<file path="src/rtl/decode_stage.sv">
// ---------------------------------------------------------------------------
// decode_stage
//   Decode stage that sits directly after fetch. It holds the IF/ID
//   instruction register, decodes the 16-bit instruction word and drives the
//   fetch-side controls. It sequences the multi-cycle cases: two-word
//   (immediate) instructions, JMP/CALL redirects and RET/RTI return-address
//   pops. The decoded fields are registered into the ID/EX outputs.
//
// Ports
//   i_clk, i_rst_n       clock (rising edge), async active-low reset
//   i_if_instr           instruction word from fetch (NOP while fetch is flushed)
//   i_if_imm             raw memory word at the current fetch pc
//   i_if_pc_1            pc+1 from fetch
//   i_branch             taken branch resolved in execute
//   i_hold               load-use stall from the hazard unit
//   i_pop_valid          one popped return-address word is on the fetch WD bus
//   o_pc_enb             fetch pc write enable             (combinational)
//   o_flush              fetch instruction squash          (combinational)
//   o_jump_sel           00 pc+1, 01 Rdst_D, 10 ISR, 11 popped address
//   o_pop_l_h            00 idle, 11 write high word, 10 write low word
//   o_ex_*               registered ID/EX fields; all zero when not issuing
// ---------------------------------------------------------------------------
module decode_stage #(
    parameter int W   = 16,
    parameter int PCW = 32
) (
    input  logic           i_clk,
    input  logic           i_rst_n,
    input  logic [W-1:0]   i_if_instr,
    input  logic [W-1:0]   i_if_imm,
    input  logic [PCW-1:0] i_if_pc_1,
    input  logic           i_branch,
    input  logic           i_hold,
    input  logic           i_pop_valid,
    output logic           o_pc_enb,
    output logic           o_flush,
    output logic [1:0]     o_jump_sel,
    output logic [1:0]     o_pop_l_h,
    output logic           o_ex_valid,
    output logic [5:0]     o_ex_opcode,
    output logic [2:0]     o_ex_src,
    output logic [2:0]     o_ex_dst,
    output logic [3:0]     o_ex_shamt,
    output logic [W-1:0]   o_ex_imm,
    output logic [PCW-1:0] o_ex_pc_1
);

    typedef enum logic [1:0] {
        RUN     = 2'd0,
        WAIT_H  = 2'd1,
        WAIT_L  = 2'd2,
        RET_JMP = 2'd3
    } state_t;

    localparam logic [5:0] OP_NOP  = 6'b000000;
    localparam logic [5:0] OP_JMP  = 6'b100000;
    localparam logic [5:0] OP_CALL = 6'b100001;
    localparam logic [5:0] OP_RET  = 6'b100010;
    localparam logic [5:0] OP_RTI  = 6'b100011;

    state_t         r_state;
    state_t         w_state_nxt;
    logic [W-1:0]   r_ir;
    logic [PCW-1:0] r_ir_pc_1;

    logic [5:0]     w_op;
    logic           w_is_nop;
    logic           w_is_two;
    logic           w_is_jmp;
    logic           w_is_ret;
    logic           w_issue;
    logic           w_ir_load;

    assign w_op     = r_ir[15:10];
    assign w_is_nop = (w_op == OP_NOP);
    assign w_is_two = (w_op[5:4] == 2'b11);
    assign w_is_jmp = (w_op == OP_JMP) || (w_op == OP_CALL);
    assign w_is_ret = (w_op == OP_RET) || (w_op == OP_RTI);

    // Fetch-side control and next state. Branch squashes whatever sits in ir,
    // including RET/CALL/two-word, so it is checked before anything else.
    always_comb begin
        o_pc_enb    = 1'b1;
        o_flush     = 1'b0;
        o_jump_sel  = 2'b00;
        o_pop_l_h   = 2'b00;
        w_issue     = 1'b0;
        w_ir_load   = 1'b1;
        w_state_nxt = r_state;
        case (r_state)
            RUN: begin
                if (i_branch) begin
                    o_flush = 1'b1;
                end else if (i_hold) begin
                    o_pc_enb  = 1'b0;
                    w_ir_load = 1'b0;
                end else if (!w_is_nop) begin
                    w_issue = 1'b1;
                    if (w_is_two) begin
                        // the immediate word is in fetch now; keep it out of ir
                        o_flush = 1'b1;
                    end else if (w_is_jmp) begin
                        o_jump_sel = 2'b01;
                        o_flush    = 1'b1;
                    end else if (w_is_ret) begin
                        o_flush     = 1'b1;
                        o_pc_enb    = 1'b0;
                        w_state_nxt = WAIT_H;
                    end
                end
            end
            WAIT_H: begin
                o_pc_enb = 1'b0;
                o_flush  = 1'b1;
                if (i_pop_valid) begin
                    o_pop_l_h   = 2'b11;
                    w_state_nxt = WAIT_L;
                end
            end
            WAIT_L: begin
                o_pc_enb = 1'b0;
                o_flush  = 1'b1;
                if (i_pop_valid) begin
                    o_pop_l_h   = 2'b10;
                    w_state_nxt = RET_JMP;
                end
            end
            default: begin // RET_JMP
                o_jump_sel  = 2'b11;
                o_flush     = 1'b1;
                w_state_nxt = RUN;
            end
        endcase
    end

    always_ff @(posedge i_clk or negedge i_rst_n) begin
        if (!i_rst_n) begin
            r_state   <= RUN;
            r_ir      <= '0;
            r_ir_pc_1 <= '0;
        end else begin
            r_state <= w_state_nxt;
            if (w_ir_load) begin
                r_ir      <= i_if_instr;
                r_ir_pc_1 <= i_if_pc_1;
            end
        end
    end

    // ID/EX register: fields of ir when issuing, all zero otherwise
    always_ff @(posedge i_clk or negedge i_rst_n) begin
        if (!i_rst_n) begin
            o_ex_valid  <= 1'b0;
            o_ex_opcode <= '0;
            o_ex_src    <= '0;
            o_ex_dst    <= '0;
            o_ex_shamt  <= '0;
            o_ex_imm    <= '0;
            o_ex_pc_1   <= '0;
        end else if (w_issue) begin
            o_ex_valid  <= 1'b1;
            o_ex_opcode <= w_op;
            o_ex_src    <= r_ir[9:7];
            o_ex_dst    <= r_ir[6:4];
            o_ex_shamt  <= r_ir[3:0];
            o_ex_imm    <= w_is_two ? i_if_imm : '0;
            o_ex_pc_1   <= r_ir_pc_1;
        end else begin
            o_ex_valid  <= 1'b0;
            o_ex_opcode <= '0;
            o_ex_src    <= '0;
            o_ex_dst    <= '0;
            o_ex_shamt  <= '0;
            o_ex_imm    <= '0;
            o_ex_pc_1   <= '0;
        end
    end

endmodule
</file>
<file path="config.mk">
export PLATFORM = sky130hd
export DESIGN_NAME = decode_stage
export DESIGN_NICKNAME = d
export VERILOG_FILES = /design/src/rtl/decode_stage.sv
export SDC_FILE = /design/constraint.sdc
export NUM_CORES = 1
export LEC_CHECK = 0
export ABC_AREA = 1
export CAP_MARGIN = 20
export CELL_PAD_IN_SITES_DETAIL_PLACEMENT = 0
export CELL_PAD_IN_SITES_GLOBAL_PLACEMENT = 1
export CORE_MARGIN = 2
export CORE_UTILIZATION = 30
export CTS_CLUSTER_DIAMETER = 60
export DETAILED_ROUTE_END_ITERATION = 6
export PLACE_DENSITY = 0.7
export SETUP_SLACK_MARGIN = 0.05
export SKIP_CTS_REPAIR_TIMING = 1
export SLEW_MARGIN = 0
export SYNTH_ARGS = -nofsm -noshare
export SYNTH_HDL_FRONTEND = slang
export SYNTH_SLANG_ARGS = --single-unit
</file>
<file path="constraint.sdc">
create_clock -name i_clk -period 3.7 [get_ports i_clk]
set_clock_uncertainty 0.2 [all_clocks]
set_input_delay 0.37 -clock i_clk [delete_from_list [all_inputs] [get_ports i_clk]]
set_output_delay 0.37 -clock i_clk [all_outputs]
set_load 0.01 [all_outputs]
</file>
# == Word-level counts from Yosys, hierarchy flattened ==
# Cells that the tools add are included.
# op_classes
eq_ne,15
n_mux,47
reduce_logical,6
# ops
operator,count
2-to-1 mux 16 bit,2
2-to-1 mux 32 bit,1
2-to-1 mux 1 bit,26
"equality test 6 bit, second input constant",4
2-to-1 mux 2 bit,10
"inequality test 2 bit, second input constant",8
one-hot mux 2 bit (2 select lines),2
AND reduction 8 bit,1
zero test 6 bit,1
2-to-1 mux 3 bit,2
2-to-1 mux 6 bit,1
one-hot mux 2 bit (3 select lines),1
"equality test 2 bit, second input constant",2
2-to-1 mux 4 bit,1
"equality test 2 x 1 -> 1 bit, second input constant",1
zero test 2 bit,1
logical OR 1 bit,2
one-hot mux 1 bit (2 select lines),1
OR reduction 2 bit,1
# word_totals
ff_bits,115
input_bits,69
output_inout_bits,71
wordCells,78

# == Depth between registers and ports, before layout ==
# logic_depth
ltp_word,9
depth_mapped,9
depth_no_buf,8

# == Worst setup path before layout ==
# Ideal clock, no wire load.
# synth_timing
path_type,register to output
from,register r_state[0]
to,output port o_pc_enb
t_arrival_ps,1342
t_required_ps,3130
path_slack_ps,1788
stages_incl_launch_ff,9
n_path_buf,1
path_cell_list,dfrtp_1 -> inv_1 -> ha_1 -> inv_2 -> nor2_4 -> nand2_2 -> buf_6 -> nand2_1 -> a31oi_1
# synth_via
elab_chain_len,3
word_cells_on_any_way,5
cone_classes,eq/ne (2); mux (1); reduce/logical (2)
# synth_lines
element,line,text
"start, declared",61,state_t r_state;
"start signal, assigned",142,r_state <= w_state_nxt;
equality test 2 bit or equality test 2 x 1 -> 1 bit (tied branches),90,case (r_state)
OR reduction 2 bit (no line),-,
one-hot mux 1 bit (2 select lines) (*),90,
"end, declared",35,"output logic o_pc_enb,"
# Mark *: on every way between the ends. The rest lies on a longest branch, timed or not.

# == Worst setup path in the final report ==
# layout_timing
from,register r_state[0]
to,output port o_jump_sel[0]
# layout_via
elab_chain_len,3
word_cells_on_any_way,5
cone_classes,eq/ne (2); mux (1); reduce/logical (2)
# layout_lines
element,line,text
equality test 2 bit or equality test 2 x 1 -> 1 bit (tied branches),90,
OR reduction 2 bit (no line),-,
one-hot mux 2 bit (2 select lines) (*),90,
"end, declared",37,"output logic [1:0] o_jump_sel,"
# Marked as above.

==> summary.txt <==
status: completed
later-pin clock latency in the skew report: 0.40 ns
Setup TNS Final: 0 ns
clk buf depth: 2
full die area: 16300 µm²
residual DRC count: 0
Overall Power: 3950 µW
Top Ports: 140
Core Area: 15100 µm²
WHS: 0.290 ns
number of port buffers: 139
CP max stage cell: clkdlybuf4s50_1
Mean Syn Cell Area: 11.4 µm²
Post-Synthesis Cells: 404
Area growth syn-to-layout: 45.1%
Worst path top cell family by delay: buffers and inverters
grt total ovfl: 0
Starting Density: 0.304
Peak Freq: 361 MHz
Final #Nets: 622
Peak VDD IR: 0.395 mV
layout cell share with drive strength beyond 1: 0.154
commonest non-fill, non-tap cell in the layout: clkdlybuf4s50_1
GPL Wtd Cong: 0.715
hold path start: r_ir[3]
total of max-cap violations: 0
Pwr per Cell Area: 593 nW/µm²
commonest cells after routing, fill and taps aside: 138 x clkdlybuf4s50_1, 115 x dfrtp_1, 78 x nand2_1
root buf cell: clkbuf_16
CP max stage delay: 0.56 ns
crit start category: flop
LEAKAGE: 0.00307 µW
vias in the first global route: 3102
Placed Instances: 717
largest net degree at the start of global routing: 97
initial antenna violation count: 0
crit end category: output pin
CP required: 3.13 ns
antenna cell count: 0
Slew Viols, Final: 0
Worst Path Max Fanout: 6
Final min period: 2.77 ns
setup repair after global routing missed its margin: no
min-delay worst type: flop to flop
final hold viol count: 0
first-pass GRT wire length: 15.3 mm
library cells used by synthesis: 20
Pre-antenna DRT Iters: 4
Slew HR: 0.392
Die H: 128 µm
Yosys reg bits: 115
Syn. warnings: 0
WL final: 9.42 mm
CTS sink cnt: 115
routed vias: 3079
Final ANT Viol Nets: 0
FF-to-FF Start: r_state[0]
crit path from: r_state[0]
row count: 45
DP Area: 6090 µm²
DR iter-0 viols: 92
CTS Buf Count: 17
Final Non-Filler Cells: 747
Avg WL per Cell: 12.6 µm
CP arrival: 2.20 ns
DPL Wire Length: 6.37 mm
WP buf/inv: 3
Syn Nets: 477
Worst-Margin Slew: 0.911 ns
Synth Cell Area: 4590 µm²
Layout Cell Area excl Fill: 6660 µm²
final setup vio count: 0
Worst Path Class, Setup: flop to output pin
Total GRT Usage: 0.123
Clock Pin Slew Worst Setup and Hold Paths: 0.05 ns
period utilization: 0.748
CTS tree: built
Die W: 128 µm
Seq/Total Area, Yosys: 0.627
htree depth: 4
vias per cell: 4.12
CP cell instances: inv_1, ha_1, inv_2, nor3_4, nand3_1, o21ai_0, clkdlybuf4s50_1
[worst reg2reg max path: stages (launching register included)]
cell and delay [ns]:
dfrtp_1 0.39, inv_1 0.08, ha_1 0.27, inv_2 0.14, nor3_4 0.06, nand2_4 0.49, buf_4 0.49, nor2_1 0.08
[through the flow]
| stage | utilization | worst slack, ns |
|---|---|---|
| floorplan | - | 1.79 |
| global placement | 0.403 | 1.21 |
| finish | 0.441 | 0.933 |
| detailed placement | 0.403 | 1.21 |
| CTS | 0.440 | 0.891 |
| global route | 0.441 | 0.733 |
[flip-flops by register name (all words and copies together), names as in the netlist]
register,count
r_ir_pc_1,32
o_ex_opcode,6
o_ex_src,3
o_ex_valid,1
o_ex_dst,3
r_state,2
o_ex_shamt,4
r_ir,16
o_ex_imm,16
o_ex_pc_1,32
[routing by layer]
layer | share of wire | GRT usage
met1 | 0.43 | 0.146
met2 | 0.49 | 0.200
met5 | 0 | 0
met4 | 0.014 | 0.0446
met3 | 0.062 | 0.0505
[cells by family (layout without fill, tap and decap cells)]
group | after synthesis | count (layout) | share of synthesized area
simple gates | 161 | 161 | 0.219
buf+inv | 73 | 228 | 0.0867
compound gates | 51 | 51 | 0.0559
fa+ha+maj | 4 | 4 | 0.0109
flops | 115 | 115 | 0.627
[final timing paths]
path	to	slack, ns	cells past startpoint
worst max-delay path	o_jump_sel[0]	0.93	7
worst max register to register	o_ex_pc_1[23]	1.38	7
max in group asynchronous	r_ir_pc_1[18]	2.17	3
worst min register to register	o_ex_shamt[3]	0.29	2
worst min-delay path	o_ex_shamt[3]	0.29	2
min in group asynchronous	o_ex_imm[10]	0.33	2
[power breakdown]
| part | internal (µW) | switching, µW | total [µW] |
|---|---|---|---|
| clock network | 1020 | 509 | 1530 |
| registers | 1430 | 57.6 | 1490 |
| logic | 391 | 535 | 927 |
[cell type report]
class | instances | area, µm²
Tap cell | 188 | 235
Inverter | 55 | 206
Clock buffer | 23 | 478
Fill cell | 1431 | 8430
Multi-Input combinational cell | 216 | 1320
Clock inverter | 6 | 80.1
Sequential cell | 115 | 2880
Timing Repair Buffer | 144 | 1450
[Yosys cell counts (all sizes together)]
cell	n	area, µm²
nor2	74	653
clkbuf	4	15.0
inv	54	203
nand2	80	303
ha	4	50.1
buf	14	176
nand3	4	20.0
dfrtp	115	2880
nor3	1	16.3
a31oi	1	6.26
clkinv	1	3.75
o21ai	50	250
nand4	1	6.26
or2	1	6.26
Note: power is estimated with default switching activity, not from simulation.
